[src/rtl/vga_rx_monitor.sv]
// Receive-side VGA monitor: recovers pixel coordinates from HS/VS/DE and
// measures per-frame timing, a pixel checksum, lock and consistency status.
module vga_rx_monitor #(
   parameter int unsigned PIX_WIDTH = 12,
   parameter logic        HS_POL    = 1'b0,
   parameter logic        VS_POL    = 1'b0
) (
   input  logic                 clk_i,
   input  logic                 rst_i,
   input  logic                 vga_hs_i,
   input  logic                 vga_vs_i,
   input  logic                 vga_de_i,
   input  logic [7:0]           vga_r_i,
   input  logic [7:0]           vga_g_i,
   input  logic [7:0]           vga_b_i,
   output logic                 pix_valid_o,
   output logic [PIX_WIDTH-1:0] pix_x_o,
   output logic [PIX_WIDTH-1:0] pix_y_o,
   output logic [23:0]          pix_data_o,
   output logic                 frame_done_o,
   output logic [PIX_WIDTH-1:0] h_total_o,
   output logic [PIX_WIDTH-1:0] h_disp_o,
   output logic [PIX_WIDTH-1:0] v_total_o,
   output logic [PIX_WIDTH-1:0] v_disp_o,
   output logic [31:0]          frame_sum_o,
   output logic                 locked_o,
   output logic                 err_o
);

   typedef logic [PIX_WIDTH-1:0] cnt_t;
   localparam cnt_t CNT_MAX = '1;

   function automatic cnt_t sat_inc(input cnt_t v);
      return (v == CNT_MAX) ? v : v + cnt_t'(1);
   endfunction

   logic        hs_p0, vs_p0, vld_p0;
   logic [23:0] rgb_p0;
   logic        hs_act_p1, vs_act_p1, vld_p1;
   logic [23:0] rgb_p1;
   logic        hs_act_p2, vs_act_p2, vld_p2;

   cnt_t        h_cnt, x_cnt, y_cnt, h_total_run, ref_len, run_cnt, line_cnt;
   cnt_t        prev_ht, prev_hd, prev_vt, prev_vd;
   logic        ref_vld, err_flag, seen_vs, prev_vld;
   logic [31:0] sum;

   logic        line_edge, frame_edge, de_rise, de_fall, len_bad, de_bad, err_cl, tuple_same;
   cnt_t        run_len, h_tot_cap, x_nxt, y_nxt, runs_cl, ref_len_cl, h_tot_cl;
   logic [31:0] sum_cl;

   // Stage 0: register the raw interface
   always_ff @(posedge clk_i) begin
      if (rst_i) begin
         hs_p0  <= ~HS_POL;
         vs_p0  <= ~VS_POL;
         vld_p0 <= 1'b0;
      end else begin
         hs_p0  <= vga_hs_i;
         vs_p0  <= vga_vs_i;
         vld_p0 <= vga_de_i;
      end
   end

   // Stage 1: sync-active decode; stage 2 holds the previous sample for edge detection
   always_ff @(posedge clk_i) begin
      if (rst_i) begin
         hs_act_p1 <= 1'b0;
         vs_act_p1 <= 1'b0;
         vld_p1    <= 1'b0;
         hs_act_p2 <= 1'b0;
         vs_act_p2 <= 1'b0;
         vld_p2    <= 1'b0;
      end else begin
         hs_act_p1 <= (hs_p0 == HS_POL);
         vs_act_p1 <= (vs_p0 == VS_POL);
         vld_p1    <= vld_p0;
         hs_act_p2 <= hs_act_p1;
         vs_act_p2 <= vs_act_p1;
         vld_p2    <= vld_p1;
      end
   end

   always_ff @(posedge clk_i) begin
      rgb_p0 <= {vga_r_i, vga_g_i, vga_b_i};
      rgb_p1 <= rgb_p0;
   end

   // "_cl" values are what the frame being closed would report this cycle,
   // so a run ending on the frame edge still counts toward the old frame.
   always_comb begin
      line_edge  = hs_act_p1 & ~hs_act_p2;
      frame_edge = vs_act_p1 & ~vs_act_p2;
      de_rise    = vld_p1 & ~vld_p2;
      de_fall    = ~vld_p1 & vld_p2;
      run_len    = sat_inc(x_cnt);
      h_tot_cap  = sat_inc(h_cnt);
      x_nxt      = de_rise ? '0 : (vld_p1 ? sat_inc(x_cnt) : x_cnt);
      y_nxt      = frame_edge ? '0 : (de_fall ? sat_inc(y_cnt) : y_cnt);
      runs_cl    = de_fall ? sat_inc(run_cnt) : run_cnt;
      ref_len_cl = (de_fall && !ref_vld) ? run_len : ref_len;
      len_bad    = de_fall && ref_vld && (run_len != ref_len);
      de_bad     = vld_p1 && (hs_act_p1 || vs_act_p1);
      err_cl     = err_flag | len_bad | de_bad;
      sum_cl     = vld_p1 ? sum + {8'd0, rgb_p1} : sum;
      h_tot_cl   = line_edge ? h_tot_cap : h_total_run;
      tuple_same = (h_tot_cl == prev_ht) && (ref_len_cl == prev_hd) &&
                   (line_cnt == prev_vt) && (runs_cl == prev_vd);
   end

   // Stage 2: counters, accumulators and registered outputs
   always_ff @(posedge clk_i) begin
      if (rst_i) begin
         h_cnt        <= '0;
         x_cnt        <= '0;
         y_cnt        <= '0;
         h_total_run  <= '0;
         ref_len      <= '0;
         ref_vld      <= 1'b0;
         run_cnt      <= '0;
         line_cnt     <= '0;
         err_flag     <= 1'b0;
         sum          <= '0;
         seen_vs      <= 1'b0;
         prev_vld     <= 1'b0;
         prev_ht      <= '0;
         prev_hd      <= '0;
         prev_vt      <= '0;
         prev_vd      <= '0;
         pix_valid_o  <= 1'b0;
         pix_x_o      <= '0;
         pix_y_o      <= '0;
         pix_data_o   <= '0;
         frame_done_o <= 1'b0;
         h_total_o    <= '0;
         h_disp_o     <= '0;
         v_total_o    <= '0;
         v_disp_o     <= '0;
         frame_sum_o  <= '0;
         locked_o     <= 1'b0;
         err_o        <= 1'b0;
      end else begin
         h_cnt        <= line_edge ? '0 : sat_inc(h_cnt);
         x_cnt        <= x_nxt;
         y_cnt        <= y_nxt;
         pix_valid_o  <= vld_p1;
         pix_x_o      <= x_nxt;
         pix_y_o      <= y_nxt;
         pix_data_o   <= rgb_p1;
         frame_done_o <= 1'b0;
         if (frame_edge) begin
            seen_vs <= 1'b1;
            // The first edge after reset closes a partial frame: sync only.
            if (seen_vs) begin
               frame_done_o <= 1'b1;
               h_total_o    <= h_tot_cl;
               h_disp_o     <= ref_len_cl;
               v_total_o    <= line_cnt;
               v_disp_o     <= runs_cl;
               frame_sum_o  <= sum_cl;
               err_o        <= err_cl;
               locked_o     <= prev_vld && tuple_same && !err_cl;
               prev_vld     <= 1'b1;
               prev_ht      <= h_tot_cl;
               prev_hd      <= ref_len_cl;
               prev_vt      <= line_cnt;
               prev_vd      <= runs_cl;
            end
            h_total_run <= line_edge ? h_tot_cap : '0;
            line_cnt    <= line_edge ? cnt_t'(1) : '0;
            ref_len     <= '0;
            ref_vld     <= 1'b0;
            run_cnt     <= '0;
            err_flag    <= 1'b0;
            sum         <= '0;
         end else begin
            if (line_edge) begin
               h_total_run <= h_tot_cap;
               line_cnt    <= sat_inc(line_cnt);
            end
            if (de_fall) begin
               run_cnt <= runs_cl;
               if (!ref_vld) begin
                  ref_len <= run_len;
                  ref_vld <= 1'b1;
               end
            end
            err_flag <= err_cl;
            sum      <= sum_cl;
         end
      end
   end

endmodule

[config.mk]
export PLATFORM = sky130hd
export DESIGN_NAME = vga_rx_monitor
export DESIGN_NICKNAME = d
export VERILOG_FILES = /design/src/rtl/vga_rx_monitor.sv
export SDC_FILE = /design/constraint.sdc
export NUM_CORES = 1
export LEC_CHECK = 0
export ABC_CLOCK_PERIOD_IN_PS = 4200
export CAP_MARGIN = 20
export CORE_ASPECT_RATIO = 0.9
export CORE_MARGIN = 8
export CORE_UTILIZATION = 55
export DETAILED_ROUTE_END_ITERATION = 8
export GPL_TIMING_DRIVEN = 0
export MAX_ROUTING_LAYER = met4
export PLACE_DENSITY = 0.79
export SLEW_MARGIN = 40
export SYNTH_ARGS = -nofsm -noshare
export SYNTH_HDL_FRONTEND = slang
export SYNTH_SLANG_ARGS = --single-unit
[constraint.sdc]
create_clock -name clk_i -period 4.2 [get_ports clk_i]
set_input_delay 0.84 -clock clk_i [delete_from_list [all_inputs] [get_ports clk_i]]
set_output_delay 0.84 -clock clk_i [all_outputs]
set_load 0.05 [all_outputs]
* Word-level counts from Yosys, hierarchy flattened
Index checks and enable logic that the tools add are counted.
** Word-level totals
- Flip-flop bits (word level) :: 284
- Input bits :: 29
** Operators by class
- Add/subtract/negate cells :: 6
- Equal/unequal tests :: 11
- Muxes and demuxes :: 14
- Bitwise gates (word level) :: 15
- Reduce and logical (&&, ||, !) cells :: 21
** Operators with widths (number)
- 2-to-1 mux 12 bit :: 11
- adder 12 x 1 -> 12 bit (second input constant) :: 5
- equality test 12 bit (second input constant) :: 5
- equality test 12 bit :: 4
- adder 32 x 24 -> 32 bit :: 1
- 2-to-1 mux 32 bit :: 1
- inequality test 12 bit :: 1
- logical AND 1 bit :: 9
- inverter 1 bit :: 9
- AND reduction 2 bit :: 4
- OR reduction 2 bit :: 4
- AND 1 bit :: 4
- zero test 1 bit :: 2
- 2-to-1 mux 1 bit :: 2
- inequality test 2 bit (second input constant) :: 1
- bitwise OR 1 bit :: 2
- nonzero test 2 bit :: 1
- logical OR 1 bit :: 1

* Logic depth before layout (Yosys ltp)
Gate-level depths: netlist of run 1.
- Word-level depth :: 10
- Mapped depth :: 12
- Depth with buffers taken out :: 12

* Least setup slack after synthesis of run 1
Ideal clock, no wire load.
- Path kind :: reg2reg
- From :: register x_cnt[1]
- To :: register err_o
- Library setup time :: 0.128 ns
- Arrival :: 3.069 ns
- Data required time :: 4.072 ns
- Slack :: 1.003 ns
- Stages on the path, launching flop included :: 13
- Cells stage by stage :: dfxtp_1 ha_1 buf_2 and3_1 buf_4 nand3_2 nor2_1 mux2_2 a311oi_1 nand4_2 o31ai_4 o21a_1 nor2_1
** On the way
- Cells in the longest elaborated chain, start to end :: 6
- Elaborated cells between the ends (all ways) :: 7
- Classes of those cells :: add/sub (1); eq/ne (2); mux (1); bitwise (2); reduce/logical (1)
** Ends and longest elaborated chain
- start: declaration :: RTL line 43 : cnt_t h_cnt, x_cnt, y_cnt, h_total_run, ref_len, run_cnt, line_cnt;
- start signal: assignment :: RTL line 144 : x_cnt <= x_nxt;
- adder 12 x 1 -> 12 bit or equality test 12 bit (tied branches) :: RTL line 34 : return (v == CNT_MAX) ? v : v + cnt_t'(1);
- 2-to-1 mux 12 bit (*) :: RTL line 34
- inequality test 12 bit (*) :: RTL line 102 : len_bad = de_fall && ref_vld && (run_len != ref_len);
- logical AND 1 bit (*) :: RTL line 102
- bitwise OR 1 bit (*) (2 in a row) :: RTL line 104 : err_cl = err_flag | len_bad | de_bad;
- end signal: assignment :: RTL line 161 : err_o <= err_cl;
- end: declaration :: RTL line 27 : output logic err_o
Every way passes the cells marked *; elsewhere a longest branch is shown, timed or not.
A chain may end at the register's enable or synchronous reset.

* Worst setup path after layout of run 1
- From :: register x_cnt[1]
- To :: register locked_o
** On the way
- Cells in the longest elaborated chain, start to end :: 9
- Elaborated cells between the ends (all ways) :: 15
- Classes of those cells :: add/sub (1); eq/ne (3); mux (2); bitwise (2); reduce/logical (7)
** Ends and longest elaborated chain
- adder 12 x 1 -> 12 bit or equality test 12 bit (tied branches) :: RTL line 34
- 2-to-1 mux 12 bit (*) :: RTL line 34
- 2-to-1 mux 12 bit :: RTL line 101 : ref_len_cl = (de_fall && !ref_vld) ? run_len : ref_len;
- equality test 12 bit :: RTL line 107 : tuple_same = (h_tot_cl == prev_ht) && (ref_len_cl == prev_hd) &&
- logical AND 1 bit (2 in a row) :: RTL line 107
- logical AND 1 bit :: RTL line 108 : (line_cnt == prev_vt) && (runs_cl == prev_vd);
- logical AND 1 bit :: RTL line 162 : locked_o <= prev_vld && tuple_same && !err_cl;
- logical AND 1 bit (*) :: RTL line 162
- end signal: assignment :: RTL line 162
- end: declaration :: RTL line 26 : output logic locked_o,
Marked as above.

==> summary.md, run 1 <==
| Metric | Value |
|---|---|
| Outcome | finished clean |
| Post-synth top flop | dfxtp_1 |
| Register bit total from synthesis | 284 |
| Crit path capture type | register |
| Total gr overflow | 0 |
| Setup TNS | 0 ns |
| Max_cap viols | 0 |
| Via count | 11,460 |
| FILL cells | 1,917 |
| CTS Root Cell | clkbuf_16 |
| DR iter-0 viols | 992 |
| Wire length per cell | 19.22 um |
| Final wirelength | 37,760 um |
| Largest net degree at the start of global routing | 16 |
| Pre-CTS WS | 0.7796 ns |
| Post-Synthesis Cells | 1,452 |
| Fin nets | 1,701 |
| Post-synth cell types | 89 |
| Crit path max fanout | 10 |
| Via density | 5.834 |
| CTS buffer count | 29 |
| Clk Latency, worst-skew pair | 0.57 ns |
| Setup Viol. Count Final | 0 |
| Hold Violations, Final | 0 |
| Finished Cell Area | 0.01570 mm^2 |
| Tot GR Track Use | 26.48% |
| Final core utilization | 68.04% |
| Max clock buf depth | 3 |
| Rel. slew slack | 40.17% |
| Top-Level Pins | 161 |
| EDFF count, synth | 0 |
| Clock sinks | 284 |
| WP data required | 4.70 ns |
| Unrepaired setup endpoints after global routing | no |
| Post-Syn Area | 0.01273 mm^2 |
| Port Buffer Count | 159 |
| Worst EP arrival | 3.98 ns |
| Maximum VDD drop | 0.4652 mV |
| First-pass GRT wire length | 59,230 um |
| Initial antenna violation count | 1 |
| Clock transition at path regs | 0.06 ns |
| Router iterations before antenna repair | 5 |
| HPWL after DPL | 27,970 um |
| Total power | 5.958 mW |
| Period minus WS final | 3.480 ns |
| Share of layout cells above drive strength 1 | 6.201% |
| Fmax | 0.2873 GHz |
| Hold Path Class | reg -> reg |
| Row count | 53 |
| Final WS setup | 0.7196 ns |
| CTS tree | yes |
| Starting Density | 55.18% |
| Reg2reg path depth | 12 |
| Post-synthesis sequential area ratio | 44.65% |
| Die H | 160.4 um |
| Async S/R FF share, synth | 0% |
| Total setup buffers inserted after CTS | 0 |
| Crit start category | register |
| Syn nets | 1,511 |
| PostCTS Resize Cnt | 0 |
| Final ANT Viol Nets | 0 |
| Width of the chip | 176.4 um |
| Slew @ Worst Pin | 0.8974 ns |
| # hold bufs at CTS | 0 |
| Placer Congestion | 0.9935 |
| Layout area overhead | 23.32% |
| Clock Skew | 0.01167 ns |
| Area of the core | 0.02308 mm^2 |
| Worst Hold Path Cells | 0 |
| DR DRC count | 0 |
| Critical path class | reg -> reg |
| Post-DP Area | 0.01470 mm^2 |
| Pins over their slew limit | 0 |
| Die area | 0.02828 mm^2 |
| Synth warnings | 0 |
| H-tree depth | 1 |
| Vias in the first global route | 10,850 |
| Final Cycle Share | 82.87% |
| Mean post-synth cell area | 8.770 um^2 |
| Leakage power | 5.646 nW |
| Power Density | 379.5 mW/mm^2 |
[per-layer routing]
layer | share of wire, % | routed length [um] | global-route usage (%)
met2 | 44 | 16720 | 39.97
met5 | 0 | 0 | -
met3 | 8.3 | 3126 | 4.811
met1 | 45 | 17010 | 36.03
met4 | 2.4 | 900 | 7.102
[worst max-delay path: stages (launching register included)]
cell and delay [ns]:
dfxtp_1 0.50, ha_1 0.20, buf_2 0.23, and3_1 0.20
buf_4 0.17, nand3_2 0.20, nor2_1 0.41, mux2_2 0.38
a311oi_1 0.29, nand4_2 0.17, o31ai_4 0.36, nand4_1 0.15
o21ai_1 0.13
[kinds of logic after synthesis]
family          share of synthesized area, %
xor+xnor                               7.763
compound gates                         16.45
fa+ha+maj                              3.007
simple gates                           21.75
buf+inv                                3.616
mux                                    2.771
flops                                  44.65
[stage by stage]
| step | std cells | hold WS, ns |
|---|---|---|
| 2_1_floorplan | 1452 | 0.3096 |
| 3_3_place_gp | 1913 | 0.3103 |
| 3_5_place_dp | 1913 | 0.3121 |
| 4_1_cts | 1963 | 0.3264 |
| 5_1_grt | 1964 | 0.3308 |
| 6_report | 1964 | 0.3238 |
[synth_stat cells (8+ instances only)]
library cell  count  share of area (%)
o21a_1            9               0.53
nand4_1          22                1.1
and3_1           12               0.59
o21ai_0          54                2.1
a21o_1            8               0.47
nand3_1          32                1.3
clkbuf_1         61                1.8
dfxtp_1         284                 45
xnor2_1          56                3.9
a311oi_1         11               0.76
ha_1             29                2.8
mux2i_1          33                2.6
nor2b_1          41                2.0
a211oi_1         61                3.6
a21oi_1         103                4.0
inv_1            25               0.74
nor2_1          226                6.7
nand3b_1          8               0.47
xor2_1           55                3.8
nand2b_1         12               0.59
a31oi_1          10               0.49
nand2_1         117                3.4
nor3_1           22               0.86
or3_1            17               0.84
[report_power, final]
part	total, mW	switching, mW	internal, mW
registers	2.80	0.0399	2.76
clock network	2.70	1.10	1.59
logic	0.465	0.300	0.165
[cell usage in the layout, fill, tap and decap left out, types with 17 or more instances in the layout]
cell,n
dfxtp_1,284
nor2_1,226
clkdlybuf4s50_1,159
nand2_1,117
a21oi_1,103
clkbuf_1,64
a211oi_1,61
xnor2_1,56
xor2_1,55
o21ai_0,54
nor2b_1,41
mux2i_1,33
nand3_1,32
ha_1,29
clkbuf_16,29
inv_1,25
nor3_1,22
nand4_1,22
or3_1,17
[sequential cells by signal (all words and copies together), names as in the netlist, 12 cells and up]
signal / cells
ref_len: 12
run_cnt: 12
pix_data_o: 24
prev_vt: 12
h_cnt: 12
x_cnt: 12
h_total_run: 12
prev_hd: 12
sum: 32
y_cnt: 12
prev_ht: 12
line_cnt: 12
prev_vd: 12
frame_sum_o: 32
rgb_p0: 24
rgb_p1: 24
[layout make-up]
type	instances	area (um^2)	area share, %
Tap cell	302	377.9	2.406
Buffer	82	367.9	2.343
Clock inverter	10	148.9	0.9482
Clock buffer	40	847.1	5.394
Antenna cell	1	2.502	0.01594
Timing Repair Buffer	159	1592	10.14
Sequential cell	284	5685	36.21
Multi-Input combinational cell	1061	6588	41.95
Inverter	25	93.84	0.5976
[final timing paths]
check,from,endpoint,slack [ns]
setup / recovery,x_cnt[1],locked_o,0.72
hold / removal,rgb_p0[4],rgb_p1[4],0.32
setup reg to reg,x_cnt[1],locked_o,0.72
hold reg to reg,rgb_p0[4],rgb_p1[4],0.32
Power figures use the tool's default switching activity.
==> run 2: changes to the inputs <==
--- a/config.mk
+++ b/config.mk
@@ -5,7 +5,7 @@
 export SDC_FILE = /design/constraint.sdc
 export NUM_CORES = 1
 export LEC_CHECK = 0
-export ABC_CLOCK_PERIOD_IN_PS = 4200
+export ABC_CLOCK_PERIOD_IN_PS = 3500
 export CAP_MARGIN = 20
 export CORE_ASPECT_RATIO = 0.9
 export CORE_MARGIN = 8
==> constraint.sdc (replaced) <==
create_clock -name clk_i -period 3.5 [get_ports clk_i]
set_input_delay 0.7 -clock clk_i [delete_from_list [all_inputs] [get_ports clk_i]]
set_output_delay 0.7 -clock clk_i [all_outputs]
set_load 0.05 [all_outputs]
==> summary.md, run 2 (synthesized netlist as in run 1, its figures left out) <==
| Metric | Value |
|---|---|
| DR iter-0 viols | 1,112 (+12%) |
| Leakage power | 5.650 nW (about the same) |
| Regs by FF count | frame_sum_o: 32 flops, sum: 32 flops |
| Final Cycle Share | 91.24% (+8.4 points) |
| H-tree depth | 1 (unchanged) |
| Most frequent cells in the layout | dfxtp_1, nor2_1, clkdlybuf4s50_1 |
| Die area | 0.02828 mm^2 (unchanged) |
| Row count | 53 (unchanged) |
| Max_cap viols | 0 (unchanged) |
| Via count | 11,490 (+0.25%) |
| Total gr overflow | 0 (unchanged) |
| # hold bufs at CTS | 0 (unchanged) |
| Most common cell after layout, fill and taps aside | dfxtp_1 |
| Placed Cells | 1,913 (unchanged) |
| Top-Level Pins | 161 (unchanged) |
| Unrepaired setup endpoints after global routing | no |
| Crit path capture type | register |
| FILL cells | 1,913 (-0.21%) |
| R2r endpoint | locked_o |
| WP data required | 4.00 ns (-0.70 ns) |
| Critical path destination | locked_o |
| Starting Density | 55.18% (unchanged) |
| CTS buffer count | 29 (unchanged) |
| Largest net degree at the start of global routing | 16 (unchanged) |
| Pins over their slew limit | 0 (unchanged) |
| Crit start category | register |
| Placer Congestion | 0.9935 (unchanged) |
| Worst reg2reg startpoint | x_cnt[1] |
| Clock sinks | 284 (unchanged) |
| CTS Root Cell | clkbuf_16 |
| CTS tree | yes |
| Die H | 160.4 um (unchanged) |
| Worst EP arrival | 3.69 ns (-0.29 ns) |
| Setup Viol. Count Final | 0 (unchanged) |
| Reg2reg path depth | 12 (unchanged) |
| Clock transition at path regs | 0.06 ns (about the same) |
| Layout area overhead | 23.48% |
| Flop2flop setup slack | 0.31 ns (-0.41 ns) |
| Clk Latency, worst-skew pair | 0.57 ns (about the same) |
| Setup TNS | 0 ns (unchanged) |
| Crit path max fanout | 10 (unchanged) |
| Outcome | finished clean |
| Vias in the first global route | 10,850 (unchanged) |
| Final hold slack | 0.3247 ns (+0.0009590 ns) |
| Fmax | 0.3131 GHz (+9.0%) |
| Initial antenna violation count | 1 (unchanged) |
| Hold Path Class | reg -> reg |
| Max clock buf depth | 3 (unchanged) |
| Width of the chip | 176.4 um (unchanged) |
| First-pass GRT wire length | 59,230 um (unchanged) |
| Router iterations before antenna repair | 6 (+1) |
| Final ANT Viol Nets | 0 (unchanged) |
| Worst Hold Path Cells | 0 (unchanged) |
| Share of layout cells above drive strength 1 | 6.382% (+0.18 points) |
| Clock Skew | 0.01080 ns (-0.0008702 ns) |
| DR DRC count | 0 (unchanged) |
| HPWL after DPL | 27,970 um (unchanged) |
| Period minus WS final | 3.193 ns (-0.2870 ns) |
| Maximum VDD drop | 0.5573 mV (+20%) |
| Via density | 5.848 (+0.25%) |
| Final wirelength | 37,780 um (about the same) |
| Slew @ Worst Pin | 0.9153 ns (+0.01788 ns) |
| Cell Count, Final, Fillers Out | 1,964 (unchanged) |
| Area of the core | 0.02308 mm^2 (unchanged) |
| Port Buffer Count | 159 (unchanged) |
| Origin of the worst setup path | x_cnt[1] |
| Hold Violations, Final | 0 (unchanged) |
| Fin nets | 1,701 (unchanged) |
| Rel. slew slack | 38.98% (-1.2 points) |
| Critical path class | reg -> reg |
| Total setup buffers inserted after CTS | 0 (unchanged) |
| Power Density | 454.6 mW/mm^2 (+20%) |
| Tot GR Track Use | 26.48% (unchanged) |
| Wire length per cell | 19.24 um (about the same) |
-- run 2: repair_timing --
item                       in CTS  in global routing
hold endpoints to repair        0                  0
setup endpoints to repair       0                  3
resized for setup               0                  6
-- run 2: final cells by class --
type / instances / area (um^2) / area share [%]
diodes: 1 / 2.502 / 0.01591
plain buffers: 82 / 367.9 / 2.339
clock inverters: 10 / 148.9 / 0.9469
clock buffers: 40 / 847.1 / 5.387
repair buffers: 159 / 1592 / 10.12
flip-flops and latches: 284 / 5687 / 36.17
multi-input cells: 1061 / 6608 / 42.02
inverters: 25 / 93.84 / 0.5968
well taps: 302 / 377.9 / 2.403
-- run 2: worst min-delay path by stage --
stage / slack [ns] / to / start
finish: 0.32 / rgb_p1[4] / rgb_p0[4]
global route: 0.33 / rgb_p1[20] / rgb_p0[20]
CTS: 0.33 / rgb_p1[13] / rgb_p0[13]
detailed placement: 0.31 / rgb_p1[13] / rgb_p0[13]
global placement: 0.31 / rgb_p1[18] / rgb_p0[18]
floorplan: 0.31 / rgb_p1[0] / rgb_p0[0]
-- run 2: layer usage --
metal / routed length [um] / part of all wire, % / global-route usage (%)
met3: 3066 / 8.1 / 4.811
met4: 909 / 2.4 / 7.102
met2: 16680 / 44 / 39.97
met1: 17120 / 45 / 36.03
met5: 0 / 0 / -
-- run 2: critical path: stages (launching register included) --
cell	delay, ns
dfxtp_2	0.42
ha_1	0.17
buf_2	0.23
and3_1	0.20
buf_4	0.17
nand3_2	0.24
nor2_4	0.25
mux2_2	0.35
a311oi_1	0.29
nand4_2	0.17
o31ai_4	0.36
nand4_1	0.15
o21ai_1	0.13
-- run 2: through the flow --
step	utilization, %	setup WS [ns]	cell area (um^2)	power (mW)
after global placement	63.71	0.07702	14700	3.963
final	68.14	0.3066	15720	7.148
after global routing	68.14	0.09950	15720	7.347
after detailed placement	63.71	0.07957	14700	3.973
after floorplan	-	0.3032	12730	3.779
after CTS	68.03	0.06895	15700	7.151
-- run 2: power breakdown --
group / leakage [nW] / switching, mW / total, mW / internal [mW]
Combinational: 2.84 / 0.361 / 0.559 / 0.198
Clock: 0.487 / 1.32 / 3.23 / 1.91
Sequential: 2.32 / 0.0483 / 3.36 / 3.31
==> run 3: changes to the inputs <==
--- a/config.mk
+++ b/config.mk
@@ -9,11 +9,11 @@
 export CAP_MARGIN = 20
 export CORE_ASPECT_RATIO = 0.9
 export CORE_MARGIN = 8
-export CORE_UTILIZATION = 55
+export CORE_UTILIZATION = 56
 export DETAILED_ROUTE_END_ITERATION = 8
 export GPL_TIMING_DRIVEN = 0
 export MAX_ROUTING_LAYER = met4
-export PLACE_DENSITY = 0.79
+export PLACE_DENSITY = 0.81
 export SLEW_MARGIN = 40
 export SYNTH_ARGS = -nofsm -noshare
 export SYNTH_HDL_FRONTEND = slang
==> summary.md, run 3 (synthesized netlist as in run 1, its figures left out) <==
| Metric | Value |
|---|---|
| Outcome | finished clean |
| Crit path max fanout | 7 (-3) |
| Worst reg2reg startpoint | h_cnt[0] |
| Logic pwr share | 8.0% (+0.2 points) |
| Vias in the first global route | 11,130 (+2.6%) |
| Top-Level Pins | 161 (unchanged) |
| HPWL after DPL | 28,380 um (+1.5%) |
| Rel. slew slack | 43.54% (+4.6 points) |
| Max clock buf depth | 3 (unchanged) |
| WP depth | 10 (-2) |
| Reg2reg path depth | 10 (-2) |
| Via density | 5.845 (about the same) |
| Placed Cells | 1,908 (-0.26%) |
| Unrepaired setup endpoints after global routing | no |
| H-tree depth | 1 (unchanged) |
| Critical path class | reg -> reg |
| Crit start category | register |
| Register share of total power | 48.2% (+1.2 points) |
| WP data required | 3.99 ns (about the same) |
| Final Cycle Share | 91.55% (+0.31 points) |
| Buf+Inv Stages, Crit Path | 0 (-2) |
| Hold Violations, Final | 0 (unchanged) |
| Hold Path Class | reg -> reg |
| Worst EP arrival | 3.70 ns (about the same) |
| Layout area overhead | 22.93% |
| Critical path destination | locked_o |
| Post-DP Area | 0.01470 mm^2 (about the same) |
| Period minus WS final | 3.204 ns (+0.01097 ns) |
| Total setup buffers inserted after CTS | 0 (unchanged) |
| Final wirelength | 38,320 um (+1.4%) |
| CTS Root Cell | clkbuf_16 |
| Initial antenna violation count | 0 (-1) |
| Slowest stage delay, CP | 0.56 ns (+0.14 ns) |
| Leakage power | 5.626 nW (-0.43%) |
| Die H | 159.1 um (-0.81%) |
| Via count | 11,450 (-0.30%) |
| DR DRC count | 0 (unchanged) |
| R2r endpoint | locked_o |
| Internal | 5.284 mW (-2.5%) |
| Starting Density | 56.89% (+1.7 points) |
| Cell Count, Final, Fillers Out | 1,959 (-0.25%) |
| Flop2flop setup slack | 0.30 ns (about the same) |
| CTS buffer count | 29 (unchanged) |
| Row count | 52 (-1.9%) |
| CTS tree | yes |
| # hold bufs at CTS | 0 (unchanged) |
| Area occupied by multi-input gates | 0.006599 mm^2 (-0.13%) |
| Clk Latency, worst-skew pair | 0.56 ns (about the same) |
| Total gr overflow | 0 (unchanged) |
| Fmax | 0.3121 GHz (-0.34%) |
| Crit path capture type | register |
| Largest net degree at the start of global routing | 16 (unchanged) |
| Regs by FF count | frame_sum_o: 32 flops, sum: 32 flops |
| Area of the core | 0.02238 mm^2 (-3.0%) |
| Port Buffer Count | 159 (unchanged) |
| FILL cells | 1,782 (-6.8%) |
| Max_cap viols | 0 (unchanged) |
| Clock sinks | 284 (unchanged) |
| Most common cell after layout, fill and taps aside | dfxtp_1 |
| Fin nets | 1,701 (unchanged) |
| P_sw | 1.691 mW (-2.2%) |
| Pins over their slew limit | 0 (unchanged) |
| Clock transition at path regs | 0.06 ns (about the same) |
| First-pass GRT wire length | 60,200 um (+1.6%) |
| Placer Congestion | 0.9619 (-3.2%) |
| Share of layout cells above drive strength 1 | 6.318% (-0.064 points) |
| Most frequent cells in the layout | dfxtp_1, nor2_1, clkdlybuf4s50_1 |
| Worst path cell trace | ha_1 -> nand3_2 -> o41ai_1 -> o31ai_2 -> o21a_1 -> xnor2_1 -> a2111oi_2 -> nand4_1 -> or4_1 -> o21ai_1 |
| CP max-delay cell | or4_1 |
| Die area | 0.02783 mm^2 (-1.6%) |
| Clock Skew | 0.01417 ns (+0.003368 ns) |
| DR iter-0 viols | 1,155 (+3.9%) |
| Setup Viol. Count Final | 0 (unchanged) |
| Share of power burned in the clock network | 43.8% (-1.4 points) |
| CP top delay family | compound AO/OA/AOI/OAI gates |
| Final ANT Viol Nets | 0 (unchanged) |
| Sw Ratio | 24.25% (+0.052 points) |
| Maximum VDD drop | 0.4132 mV (-26%) |
| FF/Latch Area | 0.005687 mm^2 (unchanged) |
| Total power | 6.975 mW (-2.4%) |
| N_diodes | 0 (-1) |
| Tot GR Track Use | 27.07% (+0.59 points) |
| Finished Cell Area | 0.01565 mm^2 (-0.45%) |
| Slew @ Worst Pin | 0.8470 ns (-0.06833 ns) |
| Final hold slack | 0.3252 ns (+0.0004890 ns) |
| Router iterations before antenna repair | 5 (-1) |
| Origin of the worst setup path | h_cnt[0] |
| Wire length per cell | 19.56 um (+1.7%) |
| Power Density | 445.6 mW/mm^2 (-2.0%) |
| Setup TNS | 0 ns (unchanged) |
| Width of the chip | 175.0 um (-0.81%) |
[run 3: cell types whose count changed in the layout (fill, tap and decap cells not counted), sizes merged]
| cell | delta |
|---|---|
| clkinv | +4 |
| clkbuf | -1 |
| diode | -1 |
| inv | -1 |
| bufinv | -1 |
[run 3: worst min path at each step]
| stage | from | end | slack (ns) | depth (start not counted) |
|---|---|---|---|---|
| after CTS | rgb_p0[3] | rgb_p1[3] | 0.32 | 0 |
| after floorplan | rgb_p0[0] | rgb_p1[0] | 0.31 | 0 |
| final | rgb_p0[3] | rgb_p1[3] | 0.33 | 0 |
| after detailed placement | rgb_p0[20] | rgb_p1[20] | 0.31 | 0 |
| after global routing | rgb_p0[3] | rgb_p1[3] | 0.33 | 0 |
| after global placement | rgb_p0[12] | rgb_p1[12] | 0.31 | 0 |
[run 3: stage by stage]
stage	util [%]	setup slack (ns)
finish	69.94	0.2956
global route	69.94	0.1250
CTS	69.88	0.04081
detailed placement	65.66	0.05131
floorplan	-	0.3032
global placement	65.66	0.07119
[run 3: routing by layer]
layer  wire (um)  global-route usage [%]  vias to the layer above
met5           0                       -                        -
met4        1071                   8.048                        0
met3        2950                   4.765                       73
met2       17100                   41.46                      466
met1       17200                   36.05                     5441
li1            -                       -                     5471
[run 3: layout make-up]
| cell class | instances | area share (%) |
|---|---|---|
| Buffer | 82 | 2.350 |
| Clock buffer | 39 | 5.195 |
| Clock inverter | 12 | 0.8313 |
| Inverter | 25 | 0.5995 |
| Multi-Input combinational cell | 1061 | 42.15 |
| Sequential cell | 284 | 36.33 |
| Tap cell | 297 | 2.374 |
| Timing Repair Buffer | 159 | 10.17 |
[run 3: worst register-to-register path: stages, from the launching register on]
cell       delay (ns)
dfxtp_1          0.47
ha_1             0.32
nand3_2          0.21
o41ai_1          0.41
o31ai_2          0.18
o21a_1           0.26
xnor2_1          0.16
a2111oi_2        0.27
nand4_1          0.14
or4_1            0.56
o21ai_1          0.14
[run 3: what timing repair did]
| action | in CTS | in global routing |
|---|---|---|
| gates resized for setup | 0 | 5 |
| setup endpoints to repair | 0 | 3 |
| hold endpoints to repair | 0 | 0 |
[run 3: power by group through the flow]
stage	logic, mW	registers, mW	clock network, mW
finish	0.560	3.36	3.06
global route	0.599	3.37	3.22
CTS	0.553	3.36	3.08
detailed placement	0.547	3.43	0
global placement	0.539	3.43	0
floorplan	0.280	3.50	0
==> variant 1: new RTL, settings of run 2 <==
`VS_POL`: 1'b0 -> 1'b1.
--- a/src/rtl/vga_rx_monitor.sv
+++ b/src/rtl/vga_rx_monitor.sv
@@ -3,7 +3,7 @@
 module vga_rx_monitor #(
    parameter int unsigned PIX_WIDTH = 12,
    parameter logic        HS_POL    = 1'b0,
-   parameter logic        VS_POL    = 1'b0
+   parameter logic        VS_POL    = 1'b1
 ) (
    input  logic                 clk_i,
    input  logic                 rst_i,
Behaviour: not the same (a bounded check fails within 10 cycles, from zero or initial values and one cycle with rst_i high).
==> variant 1 against run 2 <==
Synthesized area is 2.4% higher. Design area is 1.3% higher. Routed wire length is 11% higher. Setup slack worse by 0.13 ns. Total power is 3.5% lower. Sequential cell count stayed put. Count of clock-buffer cells in the layout is 1 lower. Sequential share of layout area is 0.49 points lower. Critical endpoint is now err_o$_SDFFE_PP0P_. Largest power group unchanged.
==> variant 1: results (changes against run 2) <==
STA
  – Slew margin rel.: 43.5% (+4.5 points)
  – Final critical-path setup slack: 0.172 ns (-0.134 ns)
  – Worst clock skew: 0.0133 ns (+0.00246 ns)
  – Hold slack final: 0.326 ns (+0.000853 ns)

Global routing
  – Via count of the first global-routing pass: 11.6k (+6.7%)
  – Overall routing resource usage: 28.7% (+2.2 points)
  – Number of antenna violations at the first check in global routing: 0 (-1)
  – Wire length of the first global-routing pass: 64400 um (+8.8%)

Yosys
  – Multiplexer area fraction after synthesis: 2.31% (-0.46 points)
  – Xor and xnor fraction of the mapped netlist area: 6.74% (-1.0 points)
  – Top area cells in the synthesized netlist: sky130_fd_sc_hd__dfxtp_1 44%, sky130_fd_sc_hd__nor2_1 6.1%, sky130_fd_sc_hd__a21oi_1 3.9%
  – Sequential element share of the synthesized area: 43.6% (-1.1 points)
  – Post-synthesis adder-cell area fraction: 2.94% (-0.072 points)
  – Leading post-synthesis cells by instance count: 284 x sky130_fd_sc_hd__dfxtp_1, 213 x sky130_fd_sc_hd__nor2_1, 113 x sky130_fd_sc_hd__nand2_1
  – Area fraction in compound gates after synthesis: 17.6% (+1.2 points)
  – Avg Inst Size Synth: 8.61 um2 (-1.8%)
  – Net count after synthesis: 1574 (+4.2%)
  – Ys Warns: 0 (unchanged)

Pwr
  – Maximum vdd ir drop: 0.414 mV (-26%)
  – LEAKAGE: 5.90 nW (+4.5%)

Place
  – HPWL Detailed: 31100 um (+11%)
  – Area after detailed placement: 0.0150 mm2 (+2.1%)
  – Final weighted congestion of routability-driven global placement: 0.955 (-3.9%)
  – Pre-CTS setup slack: 0.216 ns (+0.136 ns)

Routing
  – Total wirelength of the detailed-routed design: 41900 um (+11%)
  – Number of design-rule violations left by the first detailed-router iteration: 1278 (+15%)
  – Via/cell ratio: 6.06 (+3.6%)
  – First-pass detailed-route iteration total: 5 (-1)

Worst setup path
  – Largest stage delay on the critical path: 0.69 ns (+0.27 ns)
  – WP data arrival: 3.75 ns (+0.06 ns)
  – Critical path fanouts, max: 9 (-1)
  – Dominant delay contributor by cell family on the critical path: simple AND/OR/NAND/NOR gates
  – Slowest stage cell, crit path: sky130_fd_sc_hd__nor4_4

Status
  – Status: finished clean

Clocking
  – Number of setup buffers added after CTS: 0 (unchanged)
  – Clock transition time at the flip-flop clock pins of the worst setup and hold paths: around 0.07 ns
  – Maximum level of the CTS H-tree: 1 (unchanged)
  – Clock Tree Buf Depth: 3 (unchanged)
  – PostCTS Resize Cnt: 0 (unchanged)

Finish
  – Count of nets after finishing: 1764 (+3.7%)
  – Fraction of layout cells with a size suffix above 1: 5.97% (-0.41 points)
  – Fin cells: 2027 (+3.2%)
  – Antenna diode count: 0 (-1)
## variant 1: final cells by class
class,count,area (um2)
multi-input cells,1111,6870
clock buffers,39,823
well taps,302,378
inverters,27,101
fillers,1989,7410
repair buffers,159,1590
plain buffers,93,399
clock inverters,12,86.3
flip-flops and latches,284,5690
## variant 1: power by group
group / internal (mW) / switching [mW]
logic: 0.197 / 0.368
registers: 3.31 / 0.0476
clock network: 1.65 / 1.32
total: 5.16 / 1.74
## variant 1: logic make-up after synthesis
| group | after synthesis |
|---|---|
| muxes | 29 |
| DFF | 284 |
| AOI/OAI and AO/OA | 353 |
| buffers and inverters | 120 |
| and+or+nand+nor | 601 |
| xor gates and xnor gates | 98 |
| adders and majority gates | 30 |
## variant 1: final timing paths
| path | startpoint | end | cells past startpoint |
|---|---|---|---|
| min reg2reg | rgb_p0[19]$_DFF_P_ | rgb_p1[19]$_DFF_P_ | 0 |
| max reg2reg | x_cnt[1]$_SDFFE_PP0P_ | err_o$_SDFFE_PP0P_ | 10 |
| max | x_cnt[1]$_SDFFE_PP0P_ | err_o$_SDFFE_PP0P_ | 10 |
| min | rgb_p0[19]$_DFF_P_ | rgb_p1[19]$_DFF_P_ | 0 |
## variant 1: routing by layer
metal | GRT usage, % | share of wire, % | vias to the layer above
met3 | 4.62 | 8.3 | 86
met2 | 41.6 | 42 | 540
met4 | 8.90 | 2.9 | 0
met5 | - | 0 | -
met1 | 40.3 | 46 | 5896
li1 | - | - | 5755
==> variant 2: new RTL, config.mk and constraints of run 2 <==
Made on the original files. Register the output `h_disp_o` once more, with the module's reset; this adds one clock of latency there. The other outputs are not delayed to match.
--- a/src/rtl/vga_rx_monitor.sv
+++ b/src/rtl/vga_rx_monitor.sv
@@ -30,6 +30,8 @@
    typedef logic [PIX_WIDTH-1:0] cnt_t;
    localparam cnt_t CNT_MAX = '1;
 
+   logic [PIX_WIDTH-1:0] h_disp_s0;
+
    function automatic cnt_t sat_inc(input cnt_t v);
       return (v == CNT_MAX) ? v : v + cnt_t'(1);
    endfunction
@@ -133,7 +135,7 @@
          pix_data_o   <= '0;
          frame_done_o <= 1'b0;
          h_total_o    <= '0;
-         h_disp_o     <= '0;
+         h_disp_s0    <= '0;
          v_total_o    <= '0;
          v_disp_o     <= '0;
          frame_sum_o  <= '0;
@@ -154,7 +156,7 @@
             if (seen_vs) begin
                frame_done_o <= 1'b1;
                h_total_o    <= h_tot_cl;
-               h_disp_o     <= ref_len_cl;
+               h_disp_s0    <= ref_len_cl;
                v_total_o    <= line_cnt;
                v_disp_o     <= runs_cl;
                frame_sum_o  <= sum_cl;
@@ -191,5 +193,13 @@
       end
    end
 
+   always_ff @(posedge clk_i) begin
+      if (rst_i) begin
+         h_disp_o <= '0;
+      end else begin
+         h_disp_o <= h_disp_s0;
+      end
+   end
+
 endmodule
 
Check against the original RTL: not equivalent (Yosys sat finds a counterexample within 10 cycles, from zero or initial values and one cycle with rst_i high).
==> variant 2 against run 2 <==
Design area grew 1.4%. Final cell count rose by 0.97%. Critical path type unchanged. Total power grew 3.4%. Via count is 2.8% higher. Count of clock-buffer cells in the layout increased by 1. Setup slack worse by 0.14 ns. Sequential cell count increased by 12. Synthesized area up 1.4%. Routed wire length grew 8.4%.
==> variant 2: results (changes against run 2) <==
Status
  – Status: finished clean

Finish
  – Count of nets after finishing: 1717 (+0.94%)
  – Fraction of layout cells with a size suffix above 1: 5.89% (-0.49 points)
  – Synth-to-layout area growth: 23.4% (about the same)
  – Fin cells: 1983 (+0.97%)
  – Share of the final layout cell area in sequential cells: 37.2% (+1.0 points)
  – Portion of the layout cell area used by non-clock buffers: 12.0% (-0.44 points)
  – Antenna diode count: 0 (-1)
  – Proportion of cell area occupied by multi-input gates: 41.4% (-0.59 points)
  – Layout filler cell count: 1880 (-1.7%)

Pwr
  – Maximum vdd ir drop: 0.432 mV (-22%)
  – LEAKAGE: 5.85 nW (+3.5%)

Place
  – Number of cells in the design after placement: 1927 (+0.73%)
  – HPWL Detailed: 30000 um (+7.3%)

Routing
  – Number of design-rule violations left by the first detailed-router iteration: 1120 (+0.72%)
  – Total wirelength of the detailed-routed design: 40900 um (+8.4%)
  – Via/cell ratio: 5.95 (+1.8%)

Yosys
  – Multiplexer area fraction after synthesis: 2.46% (-0.31 points)
  – Leading post-synthesis cells by instance count: 296 x sky130_fd_sc_hd__dfxtp_1, 222 x sky130_fd_sc_hd__nor2_1, 107 x sky130_fd_sc_hd__a21oi_1, 107 x sky130_fd_sc_hd__nand2_1, 63 x sky130_fd_sc_hd__a211oi_1
  – Flip-flop and latch count after synthesis: 296 (+4.2%)
  – Post-synthesis adder-cell area fraction: 2.96% (-0.043 points)
  – Area fraction in compound gates after synthesis: 16.1% (-0.35 points)
  – Net count after synthesis: 1525 (+0.93%)

Global routing
  – Wire length of the first global-routing pass: 63000 um (+6.4%)
  – Via count of the first global-routing pass: 11.4k (+4.8%)
  – Overall routing resource usage: 28.2% (+1.8 points)

STA
  – Slew margin rel.: 38.9% (-0.041 points)
  – Worst clock skew: 0.0180 ns (+0.00717 ns)

Worst setup path
  – Critical path fanouts, max: 8 (-2)
-- variant 2: critical path, delay by kind of cell, from the launching register on --
family          cells  cell delay (ns)
simple gates        5             0.99
compound gates      4             1.35
flops               1             0.51
fa+ha+maj           1             0.34
-- variant 2: path summary, 6_finish.rpt --
path	from	endpoint	slack [ns]	cells past startpoint
max	x_cnt[1]$_SDFFE_PP0P_	err_o$_SDFFE_PP0P_	0.17	10
min	rgb_p0[6]$_DFF_P_	rgb_p1[6]$_DFF_P_	0.32	0
max reg2reg	x_cnt[1]$_SDFFE_PP0P_	err_o$_SDFFE_PP0P_	0.17	10
min reg2reg	rgb_p0[6]$_DFF_P_	rgb_p1[6]$_DFF_P_	0.32	0
-- variant 2: routing by layer --
metal  track usage [%]  up-vias  routed length (um)
met5                 -        -                   0
met4              7.88        0                1130
met2              41.8      514               17800
met3              6.49       99                3740
met1              38.2     5646               18300
li1                  -     5544                   -
